$ cat src/rtl/onehot_dispatch_decoder_if.sv
// rtl/onehot_dispatch_decoder_if.sv - request/target/status bundle for the one-hot dispatch decoder
//
// Purpose: groups the index handshake, the per-target select/ack lines and the
// completion status of onehot_dispatch_decoder.
// Signals:
//   in_valid, in_idx[IDX_LEN]  : request index from the arbitration stage
//   in_ready                   : decoder can accept an index this cycle
//   sel[OUT_LEN]               : registered one-hot select to the targets
//   ack[OUT_LEN]               : per-target acknowledge, level-sampled
//   busy, done, done_idx, err  : transaction status
// Modports: slave = the decoder, master = the requester/target side.
interface onehot_dispatch_decoder_if #(
    parameter int OUT_LEN = 8,
    parameter int IDX_LEN = 3
);
    logic               in_valid;
    logic               in_ready;
    logic [IDX_LEN-1:0] in_idx;
    logic [OUT_LEN-1:0] sel;
    logic [OUT_LEN-1:0] ack;
    logic               busy;
    logic               done;
    logic [IDX_LEN-1:0] done_idx;
    logic               err;

    modport slave (
        input  in_valid, in_idx, ack,
        output in_ready, sel, busy, done, done_idx, err
    );

    modport master (
        output in_valid, in_idx, ack,
        input  in_ready, sel, busy, done, done_idx, err
    );
endinterface

$ cat src/rtl/onehot_dispatch_decoder.sv
// rtl/onehot_dispatch_decoder.sv - binary index to held one-hot select with ack-based completion
//
// Purpose: accepts a binary target index over a valid/ready handshake, drives a
// registered one-hot select to that target until it acknowledges, then pulses
// done. Out-of-range indices pulse err without selecting anything.
// Optional feature: define DISPATCH_TIMEOUT_EN to abort a transaction with err
// after TIMEOUT ACTIVE cycles without the matching ack.
// Ports:
//   clk     : rising-edge clock
//   rst_n   : asynchronous active-low reset
//   enable  : permits acceptance of new requests
//   bus     : onehot_dispatch_decoder_if.slave (handshake, sel/ack, status)
module onehot_dispatch_decoder #(
    parameter int OUT_LEN = 8,
    parameter int IDX_LEN = 3,
    parameter int TIMEOUT = 15
) (
    input  logic clk,
    input  logic rst_n,
    input  logic enable,
    onehot_dispatch_decoder_if.slave bus
);

    typedef enum logic {
        IDLE   = 1'b0,
        ACTIVE = 1'b1
    } state_t;

    localparam logic [IDX_LEN:0] OUT_LIM = (IDX_LEN + 1)'(OUT_LEN);

    state_t             state;
    logic [IDX_LEN-1:0] idx_q;
    logic [OUT_LEN-1:0] sel_q;
    logic               busy_q;
    logic               done_q;
    logic               err_q;
    logic [IDX_LEN-1:0] done_idx_q;

    logic accept;
    logic in_range;
    logic ack_hit;
    logic timeout_hit;

    // rst_n gates in_ready so nothing looks acceptable while reset is held.
    assign bus.in_ready = rst_n && enable && (state == IDLE);
    assign accept       = bus.in_valid && bus.in_ready;
    assign in_range     = {1'b0, bus.in_idx} < OUT_LIM;

    // sel_q is exactly one-hot on the latched index while ACTIVE, so masking
    // ack with it picks out ack[idx_q] and ignores every other bit.
    assign ack_hit = |(bus.ack & sel_q);

`ifdef DISPATCH_TIMEOUT_EN
    localparam int CNT_W = $clog2(TIMEOUT + 1);

    logic [CNT_W-1:0] cnt;

    // The count of ack-less ACTIVE cycles already completed; the cycle that
    // would bring it to TIMEOUT is the one that aborts.
    assign timeout_hit = (state == ACTIVE) && (cnt == CNT_W'(TIMEOUT - 1));

    always_ff @(posedge clk or negedge rst_n) begin
        if (!rst_n) begin
            cnt <= '0;
        end else if (accept) begin
            cnt <= '0;
        end else if (state == ACTIVE && !ack_hit && !timeout_hit) begin
            cnt <= cnt + 1'b1;
        end
    end
`else
    logic unused_timeout_cfg;

    assign timeout_hit        = 1'b0;
    assign unused_timeout_cfg = ^TIMEOUT;
`endif

    always_ff @(posedge clk or negedge rst_n) begin
        if (!rst_n) begin
            state      <= IDLE;
            idx_q      <= '0;
            sel_q      <= '0;
            busy_q     <= 1'b0;
            done_q     <= 1'b0;
            err_q      <= 1'b0;
            done_idx_q <= '0;
        end else begin
            done_q <= 1'b0;
            err_q  <= 1'b0;
            case (state)
                IDLE: begin
                    if (accept) begin
                        if (in_range) begin
                            idx_q  <= bus.in_idx;
                            sel_q  <= OUT_LEN'(1) << bus.in_idx;
                            busy_q <= 1'b1;
                            state  <= ACTIVE;
                        end else begin
                            err_q      <= 1'b1;
                            done_idx_q <= bus.in_idx;
                        end
                    end
                end
                ACTIVE: begin
                    // An ack in the timeout cycle still completes normally.
                    if (ack_hit) begin
                        sel_q      <= '0;
                        busy_q     <= 1'b0;
                        done_q     <= 1'b1;
                        done_idx_q <= idx_q;
                        state      <= IDLE;
                    end else if (timeout_hit) begin
                        sel_q      <= '0;
                        busy_q     <= 1'b0;
                        err_q      <= 1'b1;
                        done_idx_q <= idx_q;
                        state      <= IDLE;
                    end
                end
                default: begin
                    state <= IDLE;
                end
            endcase
        end
    end

    assign bus.sel      = sel_q;
    assign bus.busy     = busy_q;
    assign bus.done     = done_q;
    assign bus.err      = err_q;
    assign bus.done_idx = done_idx_q;

endmodule
$ cat src/flat_wrapper.sv
// flat-port wrapper written by rule: the top's interface ports become plain ports
module onehot_dispatch_decoder_flat 
#(
    parameter int OUT_LEN = 8,
    parameter int IDX_LEN = 3,
    parameter int TIMEOUT = 15
)
  (clk, rst_n, enable, bus_in_valid, bus_in_idx, bus_ack, bus_in_ready, bus_sel, bus_busy, bus_done, bus_done_idx, bus_err);
  onehot_dispatch_decoder_if #(.OUT_LEN(OUT_LEN), .IDX_LEN(IDX_LEN)) bus_i ();
  input  logic clk;
  input  logic rst_n;
  input  logic enable;
  input wire logic [$bits(bus_i.in_valid)-1:0] bus_in_valid;
  input wire logic [$bits(bus_i.in_idx)-1:0] bus_in_idx;
  input wire logic [$bits(bus_i.ack)-1:0] bus_ack;
  output wire logic [$bits(bus_i.in_ready)-1:0] bus_in_ready;
  output wire logic [$bits(bus_i.sel)-1:0] bus_sel;
  output wire logic [$bits(bus_i.busy)-1:0] bus_busy;
  output wire logic [$bits(bus_i.done)-1:0] bus_done;
  output wire logic [$bits(bus_i.done_idx)-1:0] bus_done_idx;
  output wire logic [$bits(bus_i.err)-1:0] bus_err;
  assign bus_i.in_valid = bus_in_valid;
  assign bus_i.in_idx = bus_in_idx;
  assign bus_i.ack = bus_ack;
  assign bus_in_ready = bus_i.in_ready;
  assign bus_sel = bus_i.sel;
  assign bus_busy = bus_i.busy;
  assign bus_done = bus_i.done;
  assign bus_done_idx = bus_i.done_idx;
  assign bus_err = bus_i.err;
  onehot_dispatch_decoder #(.OUT_LEN(OUT_LEN), .IDX_LEN(IDX_LEN), .TIMEOUT(TIMEOUT)) u_core (.clk(clk), .rst_n(rst_n), .enable(enable), .bus(bus_i));
endmodule
$ cat config.mk
export PLATFORM = sky130hd
export DESIGN_NAME = onehot_dispatch_decoder_flat
export DESIGN_NICKNAME = d
export VERILOG_FILES = /design/src/rtl/onehot_dispatch_decoder_if.sv /design/src/rtl/onehot_dispatch_decoder.sv /design/src/flat_wrapper.sv
export SDC_FILE = /design/constraint.sdc
export NUM_CORES = 1
export LEC_CHECK = 0
export ABC_CLOCK_PERIOD_IN_PS = 1800
export CAP_MARGIN = 20
export CORE_UTILIZATION = 41
export CTS_CLUSTER_DIAMETER = 40
export DETAILED_ROUTE_END_ITERATION = 16
export PLACE_DENSITY_LB_ADDON = 0.05
export SYNTH_ARGS = -nofsm -noshare
export SYNTH_HDL_FRONTEND = slang
export SYNTH_SLANG_ARGS = --single-unit
$ cat constraint.sdc
create_clock -name clk -period 1.8 [get_ports clk]
set_input_delay 0.36 -clock clk [delete_from_list [all_inputs] [get_ports clk]]
set_output_delay 0.36 -clock clk [all_outputs]
set_load 0.02 [all_outputs]
==> flow_summary.ini <==
[floorplanning]
chipHeight_um = 45.1
fp.dieW_um = 45.1
initial_core_util_pct = 44.1
design.die.area_um2 = 2030
pin_count = 30
floorplan.rows = 15
core-area_um2 = 1730

[cells_and_area]
antenna_cells_inserted = 0
num-fill-cells = 162
finish.net_count = 124
flow.area_growth_from_synthesis_pct = 49.0
finish.cell_count_without_fillers = 133
layout-drive-gt1-share_pct = 16.7
final_cell_area_um2 = 1130

[logic_synthesis]
synth_top_flop_cell = dfrtp_1
ys_seq_elements = 17
postSynth.asyncResetShare_pct = 100
postSynthAreaPerCell_um2 = 10.7
post_synth_main_area_contributors = dfrtp_1 (56%), nand2_1 (9.9%), mux2_4 (5.9%)
syn-instance-count = 71
synthDistinctLibCells = 22
post_synth_instance_area_um2 = 761
post_synth_most_frequent_cells = nand2_1 (20), dfrtp_1 (17), o22ai_1 (6), a22oi_1 (4)
synth.largest_area_cell = dfrtp_1
synth_nets = 86
synth_top_area_share_pct = 55.9
post-synth-top-count-cell = nand2_1
yosysWarnings = 0
number_of_synthesized_flops_with_an_enable_pin = 0
seq_area_frac_synth_pct = 55.9

[global_routing]
grt_pass1_vias = 640
first_pass_grt_wire_length_um = 2900
globalRoute.totalOverflow = 0
total_routing_usage_gr_pct = 19.9
grt_max_degree = 20
antenna_found_initial = 0

[worst_setup_path]
worstPathCellList = clkdlybuf4s50_1 -> and3_1 -> dlygate4sd2_1
worstPathBufferInverterCount = 2
worst_path_largest_cell_delay_ns = 0.50
r2r.worst_path.cells = 4
crit_fanout = 3
worst-endpoint-arrival_ns = 1.33
timing.critical_path.from_type = input pin
regToRegSetupSlack_ns = 0.44
crit_type = in2out
timing.rr.end = u_core.bus.done_idx[0]
worstReg2RegStart = u_core.bus.sel[4]
slowest_stage = clkdlybuf4s50_1
worst-endpoint-required_ns = 1.44
critical_path.endpoint_type = output pin
cpLargestDelayFamily = buffers and inverters

[timing]
report.final.slew_viol_count = 0
fraction_of_the_cycle_the_final_worst_path_needs_pct = 93.8
setup_total_negative_slack_ns = 0
finalSetupViolations = 0
clock-skew-final_ns = 0.00306
timing.fmax_mhz = 592
unrepaired_setup_endpoints_after_global_routing = false
min_period_ns = 1.69
hold_violations = 0

[clock_tree]
ctsLongestPathBuffers = 2
postCtsSetupRepairBufs = 0
htree_levels = 1
clk_pin_slew_worst_paths_ns = 0.10
clock-root-buffer = clkbuf_4
cts_tree = yes
tritoncts_buffers = 3
cts_sinks = 17
clock_insertion_delay_worst_skew_ns = 0.28

[drt]
drt_iter0_markers = 10
post-route-drc-count = 0
viasPerCell = 5.00
drt-pass1-iter-count = 4
routed_wl_per_cell_um = 13.1
vias = 665
finalWirelength_um = 1740
drtAntennaViolNets = 0

[power]
switching_share_pct = 35.3
ir_worst_vdd_mv = 0.634
power.internal_mw = 0.916
powerDensity_nw_per_um2 = 1250
total_leakage_power_nw = 0.516
power.combinational.fraction_pct = 44.4
clock_power_share_pct = 14.6
power.net_switching_mw = 0.499
sequential_cell_fraction_of_total_power_pct = 41.0

[place]
place.detailed.instances = 129
finalWeightedCongestion = 0.804
postPlaceCellArea_um2 = 1110
portBuffers = 28
post-dp-hpwl_um = 1300

[flow_run]
max_cap_violations = 0

[run_status]
result_of_the_run = finished clean

[hold_path]
hold_path_class = in2async
-- registers in the layout, summed over array words and instances (netlist names) --
register             count
u_core.bus.done          1
u_core.bus.busy          1
u_core.bus.done_idx      3
u_core.bus.sel           8
u_core.idx_q             3
u_core.state             1
-- area by class of cell --
cell class | instances | area (um^2) | share of cell area, %
clock buffer | 4 | 26.3 | 2.32
inverter | 2 | 7.51 | 0.662
multi-input combinational | 49 | 304 | 26.8
sequential | 17 | 425 | 37.5
tap | 25 | 31.3 | 2.76
timing repair buffer | 36 | 339 | 29.9
-- cells in the final DEF, fill, tap and decap left out --
master,count
o31ai_1,1
mux2_4,3
or2_1,1
or3_1,1
clkbuf_4,3
inv_1,2
nand2b_1,1
nor2_1,1
o22ai_1,6
nand3_1,1
o21a_4,1
and4b_1,1
dfrtp_1,17
a22oi_1,4
nand2_1,20
dlygate4sd2_1,1
nand3b_1,1
buf_4,8
clkbuf_1,1
nand4_1,2
conb_1,1
o21ai_2,3
and3_1,1
clkdlybuf4s50_1,27
-- per-layer routing --
layer	routed length (um)	global-route usage, %
met1	798	26.9
met2	834	30.7
met3	88	5.20
met4	14	7.27
met5	0	0
-- logic make-up after synthesis --
kind of cell | synth area share [%]
multiplexers | 5.92
buffers and inverters | 4.11
AO/OA/AOI/OAI | 15.3
other | 0.493
flip-flops | 55.9
AND/OR/NAND/NOR | 18.3
-- power groups by stage --
stage,Combinational [mW],Sequential (mW),Clock (mW)
floorplan,0.267,0.671,0
global route,0.674,0.597,0.230
finish,0.628,0.580,0.206
detailed placement,0.635,0.590,0
global placement,0.629,0.583,0
CTS,0.637,0.582,0.211
-- what timing repair did --
action | 4_1_cts | 5_1_grt
hold buffers | 0 | 0
gates resized for setup | 1 | 0
setup endpoints to repair | 1 | 0
-- how the worst max path moves through the flow --
stage | startpoint | endpoint | slack [ns] | depth (start not counted)
CTS | enable | bus_in_ready | 0.11 | 3
global route | u_core.bus.sel[1] | bus_sel[1] | 0.08 | 1
global placement | enable | bus_in_ready | -0.16 | 3
detailed placement | enable | bus_in_ready | -0.16 | 3
floorplan | u_core.bus.sel[0] | u_core.bus.done_idx[0] | 0.42 | 4
finish | enable | bus_in_ready | 0.11 | 3
-- through the flow --
stage                     utilization [%]  setup slack (ns)  hold slack, ns  total power, mW
after global placement               64.2            -0.159           0.462             1.21
after floorplan                         -             0.425          0.0644            0.939
after global routing                 65.7            0.0822           0.438             1.50
after detailed placement             64.2            -0.161           0.474             1.23
after CTS                            65.7             0.114           0.443             1.43
final                                65.7             0.111           0.433             1.41
No activity file was read; power rests on OpenSTA's default activity.
